`src/rtl/fetch_sequencer.sv`:
```
// Instruction fetch sequencer: walks the PC through instruction memory, hands words to decode,
// and handles stalls, jump redirects and a halt opcode.
module fetch_sequencer #(
    parameter int unsigned         PC_W     = 8,
    parameter int unsigned         CODE_W   = 8,
    parameter logic [PC_W-1:0]     RESET_PC = 8'h00,
    parameter logic [CODE_W-1:0]   HALT_OP  = 8'hFF
) (
    input  logic              clk,
    input  logic              reset,
    input  logic              start,
    input  logic              jflag,
    input  logic [PC_W-1:0]   jaddr,
    input  logic [CODE_W-1:0] imem_code,
    input  logic              instr_ready,
    output logic [PC_W-1:0]   imem_addr,
    output logic [CODE_W-1:0] instr,
    output logic [PC_W-1:0]   instr_pc,
    output logic              instr_valid,
    output logic              busy,
    output logic              halted,
    output logic [7:0]        fetch_cnt
);

    localparam int unsigned CNT_W   = 8;
    localparam logic [CNT_W-1:0] CNT_MAX = '1;

    typedef enum logic [1:0] {
        IDLE     = 2'd0,
        RUN      = 2'd1,
        REDIRECT = 2'd2,
        HALT     = 2'd3
    } state_t;

    state_t          state;
    logic [PC_W-1:0] pc;
    logic            slot_free;

    assign imem_addr = pc;
    assign slot_free = !instr_valid || instr_ready;

    // Single-process FSM; busy/halted are kept as flops tracking the state they describe.
    always_ff @(posedge clk or negedge reset) begin
        if (!reset) begin
            state       <= IDLE;
            pc          <= RESET_PC;
            instr       <= '0;
            instr_pc    <= '0;
            instr_valid <= 1'b0;
            busy        <= 1'b0;
            halted      <= 1'b0;
            fetch_cnt   <= '0;
        end else if (state == IDLE) begin
            pc          <= RESET_PC;
            instr_valid <= 1'b0;
            if (start) begin
                state     <= RUN;
                busy      <= 1'b1;
                fetch_cnt <= '0;
            end
        end else if (jflag) begin
            // Redirect wins over stall, load and halt detection; the pending word is flushed.
            state       <= REDIRECT;
            busy        <= 1'b1;
            halted      <= 1'b0;
            pc          <= jaddr;
            instr_valid <= 1'b0;
        end else if (state == REDIRECT) begin
            state <= RUN;
        end else if (state == RUN) begin
            if (slot_free) begin
                instr       <= imem_code;
                instr_pc    <= pc;
                instr_valid <= 1'b1;
                pc          <= PC_W'(pc + 1'b1);
                if (fetch_cnt != CNT_MAX) begin
                    fetch_cnt <= CNT_W'(fetch_cnt + 1'b1);
                end
                if (imem_code == HALT_OP) begin
                    state  <= HALT;
                    busy   <= 1'b0;
                    halted <= 1'b1;
                end
            end
        end else begin
            // HALT: only the delivered halt word may drain.
            if (instr_ready) begin
                instr_valid <= 1'b0;
            end
        end
    end

endmodule

```
`config.mk`:
```
export PLATFORM = sky130hd
export DESIGN_NAME = fetch_sequencer
export DESIGN_NICKNAME = d
export VERILOG_FILES = /design/src/rtl/fetch_sequencer.sv
export SDC_FILE = /design/constraint.sdc
export NUM_CORES = 1
export LEC_CHECK = 0
export ABC_AREA = 1
export ABC_CLOCK_PERIOD_IN_PS = 3600
export BUFFER_PORTS_ARGS = -buffer_cell sky130_fd_sc_hd__buf_2
export CORE_ASPECT_RATIO = 0.75
export CORE_UTILIZATION = 40
export DETAILED_ROUTE_END_ITERATION = 8
export GPL_ROUTABILITY_DRIVEN = 0
export PLACE_DENSITY_LB_ADDON = 0.12
export SLEW_MARGIN = 20
export SYNTH_ARGS = -nofsm -noshare
export SYNTH_HDL_FRONTEND = slang
export SYNTH_SLANG_ARGS = --single-unit
```
`constraint.sdc`:
```
create_clock -name clk -period 3.6 [get_ports clk]
set_input_delay 0.72 -clock clk [delete_from_list [all_inputs] [get_ports clk]]
set_output_delay 0.72 -clock clk [all_outputs]
set_load 0.01 [all_outputs]
```
==> summary.txt <==
Syn Std Cell Area -> 2110 µm²
CP startpoint kind -> flop
Share of the synthesized area in the top cell type -> 44.0%
Worst Path Required -> 3.79 ns
Sequential area share after synthesis -> 44.0%
Layout cells sized above 1 -> 27.5%
Met1 Track Usage GR -> 29.3%
Hold Path End -> instr_pc[6]
Arrival time at the worst endpoint -> 2.25 ns
Final hold viol count -> 0
Die Span Y -> 64.8 µm
Slew Limit Fails -> 0
Detailed placer's ending HPWL -> 3.52 mm
# diodes -> 0
Worst slew pin tran -> 0.828 ns
Ys async rst share -> 100%
Worst Hold Depth -> 2
First-pass GRT wire length -> 7.86 mm
Biggest area consumer among synthesized cells -> dfrtp_1
Post-Place Cells -> 384
Drc violations -> 0
Worst reg2reg path startpoint -> state[1]
Die width -> 85.8 µm
Top-count cell post-synth -> nand2_1
Footprint of the multi-input gates -> 1020 µm²
Via count -> 1800
Via density -> 4.59
Io pins -> 56
Syn avg cell area -> 7.98 µm²
Port buffer count -> 55
Fin cells -> 392
Critical path fanouts, max -> 13
Antenna Nets Post-Route -> 0
Ranking of synthesized cells by area -> dfrtp_1 (44%), nand2_1 (15%), nand3_1 (5.7%)
Mapped Nets -> 291
Crit Path Category -> flop to flop
Worst r2r dst -> busy
Global Route Usage Sum -> 18.5%
Max Clock Skew -> 0.00451 ns
Worst VDD drop -> 0.000397 V
Worst Setup SP -> state[1]
Syn-to-layout area delta -> 19.9%
Pleak -> 1.34 nW
CTS root buffer -> clkbuf_8
FF/Latch Area -> 926 µm²
Synth Flop Type -> dfrtp_1
Slew Limit Headroom -> 44.8%
FMAX -> 485 MHz
GRT overflow -> 0
GR Util met2 -> 24.6%
Total iterations of the first detailed-routing run -> 4
Status -> finished, final reports clean
Max-cap violations -> 0
Core Area -> 4980 µm²
Core Rows -> 22
Most frequent cells after synthesis -> nand2_1 (83), dfrtp_1 (37), inv_1 (25)
Hold WC Path Type -> flop to flop
Cell variety after synth -> 28
Hold Buf Count CTS -> 0
Vias in the first global route -> 1597
Fin Setup TNS -> 0 ns
Routed WL per cell -> 11.9 µm
Clock transition at the registers of the reported paths -> 0.08 ns
Met3 GRT Util -> 4.33%
Total Wirelength -> 4.66 mm
DR iter-0 viols -> 80
Final-report setup violation count -> 0
Final core utilization -> 50.7%
Clock Path Buffers -> 2
Hold_ws -> 0.489 ns
H-tree depth -> 2
CTS buffer count -> 5
Total power draw -> 2.03 mW
Post-synthesis cell count -> 264
Die area -> 5560 µm²
R2r setup slk -> 1.54 ns
RSZ-0062 raised after global routing -> false
Starting density of the core -> 42.3%
CTS resizes -> 0
Min Tclk post-route -> 2.06 ns
Filler cells -> 479
Cell depth of the worst flop-to-flop path -> 9
Worst hold start -> instr_pc[6]
Seq cells post-synth -> 37
Clock Latency Late Sink -> 0.29 ns
Largest net degree at the start of global routing -> 38
CTS tree -> yes
Fin crit share -> 57.3%
PD cells -> 803 nW/µm²
Yosys Warn Count -> 0
Post-synth EDFFs -> 0
Crit end category -> flop
CTS Sinks -> 37
Antenna violations before repair -> 0
Post-CTS Setup Inserts -> 0
Final nets -> 346
Layer carrying the most global-route usage -> met1
-- layout make-up --
class	instances	area share [%]
Timing Repair Buffer	55	10.9
Clock buffer	5	2.73
Sequential cell	37	36.7
Multi-Input combinational cell	193	40.3
Inverter	27	4.01
Tap cell	72	3.57
Clock inverter	3	1.83
-- power by group --
part	switching [mW]	leakage, nW	internal [mW]
clock	0.159	0.0543	0.207
sequential	0.152	0.471	0.581
combinational	0.548	0.812	0.380
total	0.859	1.34	1.17
-- worst max path at each step --
stage	endpoint	slack [ns]
floorplan	instr[1]	1.98
global placement	busy	1.58
detailed placement	instr[5]	1.55
CTS	busy	1.52
global route	busy	1.33
finish	busy	1.54
-- metal layers --
layer / vias up / part of all wire (%)
li1: 955 / -
met1: 799 / 57
met2: 43 / 38
met3: 3 / 4.6
met4: 0 / 0.41
met5: - / 0
-- logic make-up (layout without fill, tap and decap cells) --
family,after synthesis,count (layout),synth area share [%]
XOR/XNOR,3,3,1.25
adder cells (fa/ha/maj),6,6,3.56
AND/OR/NAND/NOR,145,145,29.4
multiplexers,9,9,5.88
buffers and inverters,34,90,7.72
flip-flops,37,37,44.0
AO/OA/AOI/OAI,30,30,8.26
-- registers in the layout (all words and copies together), names as in the netlist --
name / flops
busy: 1
fetch_cnt: 8
halted: 1
imem_addr: 8
instr: 8
instr_pc: 8
instr_valid: 1
state: 2
-- worst max-delay path, cell delays in order (launching register included) --
cell	delay, ns
dfrtp_1	0.44
inv_1	0.12
ha_1	0.35
nor2_2	0.19
nand2_1	0.14
nand2_1	0.07
nor2_2	0.38
nand3_1	0.13
nand2_1	0.08
nand2_1	0.05
-- through the flow --
step / worst slack, ns / instance area, µm²
detailed placement: 1.55 / 2410
finish: 1.54 / 2520
global route: 1.33 / 2520
CTS: 1.52 / 2520
global placement: 1.58 / 2410
floorplan: 1.98 / 2110
-- placed cells by master, fill, tap and decap left out, types with 5 or more instances in the layout --
cell      instances
o21ai_0          12
buf_2            55
clkbuf_8          5
dfrtp_1          37
o21ai_1           9
nand2_1          83
nor2_1           24
ha_1              6
inv_1            25
mux2_4            6
nand3_1          24
Note: power is estimated with default switching activity, not from simulation.
